## config.mk

```make
export PLATFORM = sky130hd
export DESIGN_NAME = reg_bus_arbiter
export DESIGN_NICKNAME = d
export VERILOG_FILES = /design/src/rtl/reg_bus_arbiter.sv
export SDC_FILE = /design/constraint.sdc
export NUM_CORES = 1
export LEC_CHECK = 0
export ABC_AREA = 1
export BUFFER_PORTS_ARGS = -buffer_cell sky130_fd_sc_hd__buf_2
export CAP_MARGIN = 5
export CORE_MARGIN = 5
export CORE_UTILIZATION = 45
export DETAILED_ROUTE_END_ITERATION = 16
export PLACE_DENSITY = 0.79
export SYNTH_ARGS = -nofsm -noshare
export SYNTH_HDL_FRONTEND = slang
export SYNTH_SLANG_ARGS = --single-unit
```

## constraint.sdc

```tcl
create_clock -name i_sysclk -period 4.5 [get_ports i_sysclk]
set_clock_uncertainty 0.15 [all_clocks]
set_input_delay 0 -clock i_sysclk [delete_from_list [all_inputs] [get_ports i_sysclk]]
set_output_delay 0 -clock i_sysclk [all_outputs]
set_load 0.02 [all_outputs]
```

## src/rtl/reg_bus_arbiter.sv

```systemverilog
// Two-host arbiter for the shared board register bus (port 0 = FireWire, port 1 = Ethernet).
// Serializes quadlet reads/writes, round-robins ties and supports a timed bus lock.
module reg_bus_arbiter #(
  parameter int unsigned RD_LAT   = 2,
  parameter int unsigned LOCK_TMO = 4915
) (
  input  logic        i_sysclk,
  input  logic        i_reset,
  input  logic        i_req0,
  input  logic        i_req1,
  input  logic        i_wr0,
  input  logic        i_wr1,
  input  logic        i_lock0,
  input  logic        i_lock1,
  input  logic [15:0] i_addr0,
  input  logic [15:0] i_addr1,
  input  logic [31:0] i_wdata0,
  input  logic [31:0] i_wdata1,
  output logic        o_ack0,
  output logic        o_ack1,
  output logic [31:0] o_rdata0,
  output logic [31:0] o_rdata1,
  output logic [15:0] o_reg_raddr,
  output logic [15:0] o_reg_waddr,
  output logic [31:0] o_reg_wdata,
  output logic        o_reg_wen,
  input  logic [31:0] i_reg_rdata,
  output logic        o_owner,
  output logic        o_busy,
  output logic        o_lock_err
);

  typedef enum logic [1:0] {
    StIdle,
    StWr,
    StRd,
    StAck
  } state_e;

  localparam logic [2:0] RdLast = 3'(RD_LAT - 1);
  localparam bit TmoEn = (LOCK_TMO != 0);
  // Index of the last tolerated idle cycle, clamped to the 16-bit counter range.
  localparam int unsigned TmoLastI = (LOCK_TMO == 0) ? 0 :
                                     ((LOCK_TMO > 65536) ? 65535 : LOCK_TMO - 1);
  localparam logic [15:0] TmoLast = 16'(TmoLastI);

  state_e      r_state;
  state_e      w_state_next;

  logic        r_owner;
  logic        r_last_grant;
  logic        r_lock;
  logic [2:0]  r_rd_cnt;
  logic [15:0] r_tmo_cnt;
  logic [31:0] r_rdata0;
  logic [31:0] r_rdata1;
  logic [15:0] r_reg_raddr;
  logic [15:0] r_reg_waddr;
  logic [31:0] r_reg_wdata;

  logic        w_idle;
  logic        w_owner_req;
  logic        w_owner_lock;
  logic        w_tmo_exp;
  logic        w_elig0;
  logic        w_elig1;
  logic        w_grant;
  logic        w_grant_port;
  logic        w_grant_wr;
  logic [15:0] w_grant_addr;
  logic [31:0] w_grant_wdata;
  logic        w_rd_done;
  logic        w_tmo_count;

  assign w_idle       = (r_state == StIdle);
  assign w_owner_req  = r_owner ? i_req1 : i_req0;
  assign w_owner_lock = r_owner ? i_lock1 : i_lock0;

  // Expiry is suppressed when the lock owner requests in the same cycle: the owner wins.
  assign w_tmo_exp = w_idle && r_lock && TmoEn && !w_owner_req && (r_tmo_cnt >= TmoLast);

  assign w_elig0 = i_req0 && (!r_lock || !r_owner || w_tmo_exp);
  assign w_elig1 = i_req1 && (!r_lock ||  r_owner || w_tmo_exp);

  assign w_grant       = w_idle && (w_elig0 || w_elig1);
  assign w_grant_port  = (w_elig0 && w_elig1) ? ~r_last_grant : w_elig1;
  assign w_grant_wr    = w_grant_port ? i_wr1    : i_wr0;
  assign w_grant_addr  = w_grant_port ? i_addr1  : i_addr0;
  assign w_grant_wdata = w_grant_port ? i_wdata1 : i_wdata0;

  assign w_rd_done   = (r_state == StRd) && (r_rd_cnt == RdLast);
  assign w_tmo_count = w_idle && r_lock && !w_owner_req && (r_tmo_cnt != 16'hFFFF);

  // State register
  always_ff @(posedge i_sysclk or posedge i_reset) begin
    if (i_reset) begin
      r_state <= StIdle;
    end else begin
      r_state <= w_state_next;
    end
  end

  // Next-state logic
  always_comb begin
    w_state_next = r_state;
    case (r_state)
      StIdle: begin
        if (w_grant) begin
          w_state_next = w_grant_wr ? StWr : StRd;
        end
      end
      StWr:    w_state_next = StAck;
      StRd: begin
        if (w_rd_done) begin
          w_state_next = StAck;
        end
      end
      StAck:   w_state_next = StIdle;
      default: w_state_next = StIdle;
    endcase
  end

  // Output decode
  always_comb begin
    o_reg_wen  = 1'b0;
    o_ack0     = 1'b0;
    o_ack1     = 1'b0;
    o_busy     = !w_idle || r_lock;
    o_lock_err = w_tmo_exp;
    case (r_state)
      StWr:  o_reg_wen = 1'b1;
      StAck: begin
        o_ack0 = !r_owner;
        o_ack1 =  r_owner;
      end
      default: ;
    endcase
  end

  // Datapath, grant bookkeeping and lock tracking
  always_ff @(posedge i_sysclk or posedge i_reset) begin
    if (i_reset) begin
      r_owner      <= 1'b0;
      r_last_grant <= 1'b1;
      r_lock       <= 1'b0;
      r_rd_cnt     <= 3'd0;
      r_tmo_cnt    <= 16'd0;
      r_rdata0     <= 32'd0;
      r_rdata1     <= 32'd0;
      r_reg_raddr  <= 16'd0;
      r_reg_waddr  <= 16'd0;
      r_reg_wdata  <= 32'd0;
    end else begin
      if (w_grant) begin
        r_owner   <= w_grant_port;
        r_tmo_cnt <= 16'd0;
        r_rd_cnt  <= 3'd0;
        if (w_grant_wr) begin
          r_reg_waddr <= w_grant_addr;
          r_reg_wdata <= w_grant_wdata;
        end else begin
          r_reg_raddr <= w_grant_addr;
        end
      end else if (w_tmo_count) begin
        r_tmo_cnt <= r_tmo_cnt + 16'd1;
      end

      if (w_tmo_exp) begin
        r_lock <= 1'b0;
      end

      if (r_state == StRd) begin
        r_rd_cnt <= r_rd_cnt + 3'd1;
        if (w_rd_done) begin
          if (r_owner) begin
            r_rdata1 <= i_reg_rdata;
          end else begin
            r_rdata0 <= i_reg_rdata;
          end
        end
      end

      if (r_state == StAck) begin
        r_lock       <= w_owner_lock;
        r_last_grant <= r_owner;
      end
    end
  end

  assign o_rdata0    = r_rdata0;
  assign o_rdata1    = r_rdata1;
  assign o_reg_raddr = r_reg_raddr;
  assign o_reg_waddr = r_reg_waddr;
  assign o_reg_wdata = r_reg_wdata;
  assign o_owner     = r_owner;

endmodule

```

==> results of run 1 <==
final timing paths:
path / start / to / slack (ns) / cells past startpoint
worst max-delay path: r_state[0] / o_reg_waddr[10] / 0.45 / 14
max in group asynchronous: i_reset / r_tmo_cnt[6] / 2.56 / 5
worst max register to register: r_state[0] / o_reg_waddr[10] / 0.45 / 14
worst min register to register: o_reg_waddr[6] / o_reg_waddr[6] / 0.32 / 2
worst min-delay path: i_wr0 / o_reg_raddr[13] / 0.14 / 6
min in group asynchronous: i_reset / o_rdata0[12] / 0.56 / 4
through the flow:
stage	std cells	util [%]	power, W
5_1_grt	1488	68.1	0.00726
6_report	1488	68.1	0.00680
2_1_floorplan	882	-	0.00409
3_5_place_dp	1321	55.5	0.00508
3_3_place_gp	1321	55.5	0.00501
4_1_cts	1488	68.1	0.00673
cell usage after synthesis (2+ instances only):
master,number
a21oi_1,5
inv_1,58
buf_6,2
clkbuf_1,28
nand3_2,2
xor2_1,4
nand2_1,343
o21ai_0,68
nand4_1,4
dfrtp_1,151
or2_2,2
nand2_2,6
nand3_1,123
nor3_1,5
nor2_1,37
xnor2_1,3
buf_2,13
ha_1,9
buf_4,6
cells by family (layout without fill, tap and decap cells):
family,Yosys count,in the layout
AO/OA/AOI/OAI,80,80
AND/OR/NAND/NOR,525,525
flip-flops,152,152
buffers and inverters,109,504
XOR/XNOR,7,7
adder cells (fa/ha/maj),9,9
critical path: stages, from the launching register on:
cell           delay, ns
dfrtp_1             0.41
inv_1               0.12
ha_1                0.23
nand2_1             0.09
a211oi_2            0.31
nand2_2             0.15
nand2_2             0.10
nand3_2             0.41
nand2_2             0.53
buf_4               0.41
nand2_1             0.10
nand2_1             0.09
dlygate4sd3_1       0.62
nand3_1             0.10
nand2_1             0.13
registers in the layout, summed over array words and instances (netlist names):
signal	flops
o_owner	1
r_state	2
r_lock	1
r_rd_cnt	3
r_last_grant	1
o_reg_raddr	16
o_reg_waddr	16
o_rdata0	32
o_reg_wdata	32
r_tmo_cnt	16
o_rdata1	32
power by group through the flow:
stage                     Clock (W)  Sequential [W]  Combinational [W]
after global placement            0         0.00228            0.00273
after CTS                   0.00142         0.00228            0.00303
final                       0.00139         0.00230            0.00311
after detailed placement          0         0.00228            0.00280
after global routing        0.00149         0.00237            0.00340
after floorplan                   0         0.00291            0.00118
metal layers:
layer / global-route usage (%) / vias up / share of wire (%)
met4: 15.6 / 2 / 5.1
met3: 9.32 / 104 / 11
met1: 31.5 / 3530 / 38
met2: 43.0 / 444 / 46
li1: - / 3569 / -
met5: 0 / - / 0.053
timing repair:
action | in CTS | in global routing
hold endpoints to repair | 224 | 0
hold buffers | 135 | 0
gates resized for setup | 0 | 0
area by class of cell:
type | count | area (µm²) | area share (%)
Sequential cell | 152 | 3800 | 36.5
Multi-Input combinational cell | 621 | 2800 | 26.8
Timing Repair Buffer | 412 | 2760 | 26.4
Clock buffer | 17 | 425 | 4.08
Tap cell | 211 | 264 | 2.53
Inverter | 60 | 231 | 2.22
Clock inverter | 15 | 151 | 1.45
==> results.yml, run 1 <==
placement:
  port_buffers: 269
  hpwl_um: 14600
  place_ws_ns: 0.601
  place_area_um2: 8500
  gp_congestion: 0.871
timing:
  rsz0062_at_grt: "no"
  finalSetupTns_ns: 0
  worst_pin_slew_ns: 1.07
  max_slew_margin_pct: 28.4
  finalSetupViolCount: 0
  holdWs_ns: 0.137
  finalCritPeriodShare_pct: 90.0
  hold_viol: 0
  finalWorstSetupSlack_ns: 0.452
  clock.fmax_mhz: 247
  fin_crit_ns: 4.05
  drv_slew: 0
yosys:
  synth.area.mux_share_pct: 0
  synth_ff_type: "dfrtp_1"
  synth_nets: 1027
  yosys.area_share.adder_pct: 1.60
  synthDistinctLibCells: 32
  syn-cell-area_um2: 7060
  synth_edf_count: 0
  synth.yosys.warnings: 0
  yosysSeqAreaShare_pct: 53.9
  synth_xor_area_share_pct: 0.868
  synth_simple_gate_area_share_pct: 30.9
  synth-seq-cells: 152
  synth-compound-area-share_pct: 6.13
  async_reset_ff_share_pct: 100
  syn_avg_cell_area_um2: 8.00
  yosysTopAreaCell: "dfrtp_1"
  synth_top_cell_area_share_pct: 53.5
  synthCells: 882
  synth_top_family_by_area: "simple AND/OR/NAND/NOR gates"
  synth_area_leaders: "dfrtp_1 (54%), nand2_1 (18%), nand3_1 (8.7%), o21ai_0 (4.8%), inv_1 (3.1%)"
global_routing:
  grt_pass1_vias: 7902
  grt_first_pass_wirelength_um: 39700
  antenna_found_initial: 1
  grt_overflow: 0
  grt_max_degree: 80
  grt_use_total_pct: 26.9
routing:
  drc: 0
  dr_total_vias: 7649
  viasPerCell: 5.14
  first_iter_violations: 483
  wl_per_cell_um: 16.4
  wl_um: 24400
  first_pass_iters: 6
  ant_nets: 0
clock_network:
  cts_sinks: 152
  insertion_delay_ns: 0.41
  cts_max_path_buffers: 2
  cts_max_level: 4
  cts_tree: "yes"
  root_buffer: "clkbuf_16"
  cts_made_buffers: 17
  cts.clk_slew.worst_paths_ns: 0.07
  cts_setup_buffers: 0
worst_setup_path:
  cp_max_fo: 31
  end_kind: "flip-flop"
  worstPathArrival_ns: 4.24
  critical_path_class: "flip-flop to flip-flop"
  cp.required_ns: 4.69
  worstSetupStartpointType: "flip-flop"
floorplanning:
  start_util_pct: 46.1
  die_h_um: 135
  ios: 270
  die_area_um2: 18300
  rows: 45
  core-area_um2: 15300
  die_x_um: 135
finish:
  layout_common_cells: "nand2_1 (343), buf_2 (269), dfrtp_1 (151), dlygate4sd3_1 (135), nand3_1 (122)"
  fin_nets: 1409
  area_growth_pct: 47.7
  antennaDiodeCount: 0
  final_common_cell: "nand2_1"
  fin_area_um2: 10400
  drive_gt1_share_pct: 25.5
  fillers: 1102
pwr:
  seq_power_share_pct: 33.9
  switching_share_pct: 44.8
  intPower_w: 0.00375
  pwr-share-clk_pct: 20.4
  combinationalPowerShare_pct: 45.7
  vdd_drop_max_v: 0.000458
  switchingPower_w: 0.00305
  leakage_nw: 5.82
  p_per_area_nw_per_um2: 652
flow_run:
  max_cap_viol_count: 0
worst_hold_path:
  worstHoldPathType: "input pin to flip-flop"
run_status:
  status: "complete, no violations"
No activity file was read; power rests on OpenSTA's default activity.
==> run 2: changes to the inputs <==
--- a/config.mk
+++ b/config.mk
@@ -12,6 +12,7 @@
 export CORE_UTILIZATION = 45
 export DETAILED_ROUTE_END_ITERATION = 16
 export PLACE_DENSITY = 0.79
+export REMOVE_ABC_BUFFERS = 1
 export SYNTH_ARGS = -nofsm -noshare
 export SYNTH_HDL_FRONTEND = slang
 export SYNTH_SLANG_ARGS = --single-unit
==> run 2 against run 1 <==
Effect of this change:
- global-route usage is 1.2 points lower
- design area hardly changed
- combinational power hardly changed
- maximum frequency is 4.9% higher
- critical path depth is 2 lower
- core utilization hardly changed
- power is 0.61% higher
- hold slack worse by 0.076 ns
- clock-buffer cell count is 2 higher
==> results.yml, run 2 (synthesis results as in run 1) <==
finish:
  drive_gt1_share_pct: 25.3
  final_common_cell: "nand2_1"
  area_growth_pct: 47.8
  multi_input_area_um2: 2800
  layout_common_cells: "nand2_1 (343), buf_2 (269), dfrtp_1 (151), dlygate4sd3_1 (134), nand3_1 (122)"
  final-seq-area_um2: 3800
  fin_area_um2: 10400
  fillers: 1096
  fin_nets: 1408
  stdcell_count: 1487
routing:
  first_iter_violations: 531
  wl_per_cell_um: 16.0
  ant_nets: 0
  dr_total_vias: 7741
  first_pass_iters: 5
  drc: 0
  wl_um: 23800
  viasPerCell: 5.21
global_routing:
  grt_use_total_pct: 25.7
  grt_first_pass_wirelength_um: 37600
  antenna_found_initial: 1
  grt_overflow: 0
  grt_pass1_vias: 7670
  grt_max_degree: 111
clock_network:
  cts_setup_buffers: 0
  cts_tree: "yes"
  cts_resized: 0
  hold_buffers: 134
  cts_max_path_buffers: 2
  root_buffer: "clkbuf_16"
  cts_sinks: 152
  cts.clk_slew.worst_paths_ns: 0.07
  cts_made_buffers: 17
  insertion_delay_ns: 0.41
  cts_max_level: 4
placement:
  port_buffers: 269
  place_area_um2: 8500
  dpl.cell_count: 1321
  gp_congestion: 0.837
  hpwl_um: 13600
pwr:
  vdd_drop_max_v: 0.000347
  intPower_w: 0.00389
  switchingPower_w: 0.00295
  combinationalPowerShare_pct: 45.4
  pwr-share-clk_pct: 21.1
  switching_share_pct: 43.1
  leakage_nw: 5.83
  seq_power_share_pct: 33.5
  p_per_area_nw_per_um2: 656
worst_setup_path:
  crit_path_cell_trace: "inv_1, ha_1, nand2_1, a211oi_2, nand2_2, a21boi_4, buf_4, nand3_1, nand2_2, nand2_2, nand2_1, nand2_1"
  end_kind: "flip-flop"
  worstSetupStartpointType: "flip-flop"
  cp_max_fo: 30
  cp.required_ns: 4.65
  worstPathArrival_ns: 4.00
  reg2reg_slack_ns: 0.64
  critPathSlowestCell: "a21boi_4"
  critical_path_class: "flip-flop to flip-flop"
  critPathMaxStageDelay_ns: 0.58
timing:
  hold_viol: 0
  max_slew_margin_pct: 32.5
  finalSetupViolCount: 0
  finalCritPeriodShare_pct: 85.7
  finalSetupTns_ns: 0
  rsz0062_at_grt: "no"
  drv_slew: 0
  fin_crit_ns: 3.86
  worst_pin_slew_ns: 1.01
  clock.fmax_mhz: 259
flow_run:
  max_cap_viol_count: 0
floorplanning:
  die_area_um2: 18300
  die_h_um: 135
  ios: 270
  die_x_um: 135
  rows: 45
  core-area_um2: 15300
  start_util_pct: 46.1
run_status:
  status: "complete, no violations"
worst_hold_path:
  worstHoldPathType: "input pin to flip-flop"
[run 2: power by group through the flow]
stage               Clock, W  Sequential (W)  Combinational (W)
detailed placement         0         0.00228            0.00279
CTS                  0.00147         0.00227            0.00302
global route         0.00153         0.00236            0.00337
floorplan                  0         0.00292            0.00108
global placement           0         0.00228            0.00271
finish               0.00144         0.00229            0.00311
[run 2: layout make-up]
type                            instances  area share, %
Inverter                               60           2.22
Multi-Input combinational cell        621           26.8
Tap cell                              211           2.53
Timing Repair Buffer                  411           26.3
Clock inverter                         11           1.39
Sequential cell                       152           36.5
Clock buffer                           19           4.24
Antenna cell                            2         0.0480
[run 2: final timing paths]
kind | end | cells after the start | from
worst max-delay path | o_reg_raddr[11] | 12 | r_state[0]
worst min-delay path | o_reg_waddr[6] | 5 | i_wr0
worst max register to register | o_reg_raddr[11] | 12 | r_state[0]
worst min register to register | o_reg_waddr[12] | 2 | o_reg_waddr[12]
max in group asynchronous | o_rdata0[5] | 4 | i_reset
min in group asynchronous | o_rdata0[22] | 3 | i_reset
[run 2: per-stage QoR]
| stage | util (%) | setup slack, ns | power (W) | hold slack, ns |
|---|---|---|---|---|
| finish | 68.1 | 0.642 | 0.00684 | 0.0608 |
| floorplan | - | 0.259 | 0.00400 | -0.0164 |
| CTS | 68.1 | 0.805 | 0.00677 | 0.0364 |
| global placement | 55.5 | 0.894 | 0.00499 | 0.0946 |
| global route | 68.1 | 0.371 | 0.00726 | 0.0861 |
| detailed placement | 55.5 | 0.803 | 0.00507 | 0.106 |
[run 2: critical path: cells and delay by family (launching register included)]
kind,cells,cell delay (ns)
simple gates,7,1.50
compound gates,2,0.87
buf+inv,2,0.56
flops,1,0.41
fa+ha+maj,1,0.23
[run 2: layer usage]
layer | track usage, % | share of wire (%) | wire (µm) | up-vias
met4 | 11.1 | 3.3 | 792 | 2
met5 | 0 | 0.055 | 13 | -
met2 | 42.9 | 49 | 11600 | 460
met1 | 31.0 | 38 | 9060 | 3641
li1 | - | - | - | 3565
met3 | 7.47 | 9.7 | 2310 | 73
==> run 3: changes to the inputs <==
--- a/config.mk
+++ b/config.mk
@@ -9,9 +9,10 @@
 export BUFFER_PORTS_ARGS = -buffer_cell sky130_fd_sc_hd__buf_2
 export CAP_MARGIN = 5
 export CORE_MARGIN = 5
-export CORE_UTILIZATION = 45
+export CORE_UTILIZATION = 46
+export CTS_BUF_LIST = sky130_fd_sc_hd__clkbuf_4
 export DETAILED_ROUTE_END_ITERATION = 16
-export PLACE_DENSITY = 0.79
+export PLACE_DENSITY = 0.81
 export REMOVE_ABC_BUFFERS = 1
 export SYNTH_ARGS = -nofsm -noshare
 export SYNTH_HDL_FRONTEND = slang
==> run 3 against run 2 <==
Effect of this change:
- global-route usage grew 0.30 points
- routed wire length decreased by 1.1%
- maximum frequency increased by 1.3%
- critical path type unchanged
- clock-buffer cell count is the same
- die area decreased by 2.0%
- design area is 3.0% lower
- highest routed layer is now met4
==> results.yml, run 3 (synthesis results as in run 1) <==
clock_network:
  insertion_delay_ns: 0.54
  root_buffer: "clkbuf_4"
  cts_sinks: 152
  cts_resized: 0
  cts_setup_buffers: 0
  cts.clk_slew.worst_paths_ns: 0.13
  cts_made_buffers: 17
  cts_tree: "yes"
  cts_max_path_buffers: 2
  cts_max_level: 4
worst_setup_path:
  crit_path_cell_trace: "inv_1, ha_1, nand2_1, a211oi_2, nand2_2, nand2_2, nand3_2, buf_4, nand2_2, buf_4, nand2_1, nand2_1, dlygate4sd3_1, nand3_1, nand2_1"
  end_kind: "flip-flop"
  timing.critical_path.mode_cell: "nand2_1"
  cp.required_ns: 4.84
  cp_max_fo: 51
  timing.rr.end: "o_reg_waddr[12]"
  critPathMaxStageDelay_ns: 0.60
  r2r-start: "r_state[0]"
  worstPathArrival_ns: 4.15
  critPathSlowestCell: "dlygate4sd3_1"
  reg2regPathDepth: 15
  reg2reg_slack_ns: 0.69
  worstSetupStartpointType: "flip-flop"
  critical_path_class: "flip-flop to flip-flop"
worst_hold_path:
  worstHoldPathType: "input pin to asynchronous set/reset pin"
routing:
  ant_nets: 0
  wl_um: 23600
  drc: 0
  dr_total_vias: 7693
  first_iter_violations: 485
  viasPerCell: 5.24
  first_pass_iters: 6
  wl_per_cell_um: 16.0
timing:
  finalSetupViolCount: 0
  drv_slew: 0
  rsz0062_at_grt: "no"
  fin_crit_ns: 3.81
  clock.fmax_mhz: 262
  holdWs_ns: 0.0832
  max_slew_margin_pct: 27.3
  finalCritPeriodShare_pct: 84.7
  worst_pin_slew_ns: 1.09
  finalSetupTns_ns: 0
  hold_viol: 0
finish:
  drive_gt1_share_pct: 25.3
  area_growth_pct: 43.4
  fin_nets: 1410
  stdcell_count: 1469
  layout_common_cells: "nand2_1 (343), buf_2 (269), dfrtp_1 (151), dlygate4sd3_1 (137), nand3_1 (122)"
  fillers: 1100
  final_common_cell: "nand2_1"
pwr:
  pwr-share-clk_pct: 13.0
  vdd_drop_max_v: 0.000319
  intPower_w: 0.00331
  switching_share_pct: 46.7
  seq_power_share_pct: 37.0
  leakage_nw: 5.68
  power_w: 0.00620
  combinationalPowerShare_pct: 49.9
  switchingPower_w: 0.00289
  p_per_area_nw_per_um2: 613
global_routing:
  grt_use_total_pct: 26.0
  grt_pass1_vias: 7836
  grt_max_degree: 117
  antenna_found_initial: 1
  grt_first_pass_wirelength_um: 37600
  grt_overflow: 0
run_status:
  status: "complete, no violations"
placement:
  hpwl_um: 13600
  port_buffers: 269
  dpl.cell_count: 1297
  gp_congestion: 0.825
floorplanning:
  start_util_pct: 46.6
  rows: 45
  die_x_um: 134
  die_area_um2: 17900
  ios: 270
  core-area_um2: 15100
  die_h_um: 134
flow_run:
  max_cap_viol_count: 0
[run 3: cell count changes in the layout (fill, tap and decap cells not counted), sizes merged, moves of 2 or more]
cell / change
clkinv: -3
dlygate4sd3: +3
diode: +2
clkinvlp: +5
bufinv: -2
[run 3: through the flow]
step | util, % | setup slack [ns] | cell area, µm²
2_1_floorplan | - | 0.259 | 6820
3_5_place_dp | 56.0 | 0.805 | 8480
3_3_place_gp | 56.0 | 1.02 | 8480
6_report | 66.8 | 0.689 | 10100
5_1_grt | 66.8 | 0.425 | 10100
4_1_cts | 66.8 | 0.809 | 10100
[run 3: cell type report]
type                    count  area [µm²]  share of cell area [%]
clock inverters            12         119                    1.17
diodes                      4        10.0                  0.0989
multi-input cells         621        2800                    27.6
repair buffers            413        2780                    27.5
flip-flops and latches    152        3800                    37.6
clock buffers              19         143                    1.41
well taps                 188         235                    2.32
inverters                  60         231                    2.29
[run 3: timing repair]
action,4_1_cts,5_1_grt
setup endpoints to repair,0,0
hold endpoints to repair,256,0
hold buffers,137,0
[run 3: power groups by stage]
stage               Sequential [W]  Clock, W  Combinational, W
CTS                        0.00227  0.000822           0.00302
finish                     0.00230  0.000807           0.00310
floorplan                  0.00292         0           0.00108
detailed placement         0.00229         0           0.00277
global route               0.00236  0.000875           0.00337
global placement           0.00229         0           0.00269
[run 3: worst max path at each step]
stage	end	startpoint	depth (start not counted)	slack, ns
final	o_reg_waddr[12]	r_state[0]	15	0.69
after global routing	o_reg_wdata[29]	r_state[0]	13	0.43
after CTS	o_reg_waddr[8]	r_state[1]	13	0.81
after detailed placement	o_reg_waddr[8]	r_state[0]	13	0.81
after global placement	o_reg_wdata[23]	r_state[0]	13	1.02
after floorplan	o_owner	i_reset	1	0.26
[run 3: worst max-delay path: cells and delay by family (launching register included)]
kind                       cells  cell delay [ns]
AOI/OAI and AO/OA              1             0.30
buffers and inverters          4             1.47
DFF                            1             0.44
and+or+nand+nor                9             1.14
adders and majority gates      1             0.24
[run 3: routing by layer]
layer	part of all wire [%]	wire, µm	up-vias	track usage [%]
li1	-	-	3574	-
met1	38	8930	3569	30.3
met2	48	11400	454	43.8
met3	9.3	2180	96	7.05
met4	4.6	1090	0	13.9
met5	0	0	-	0
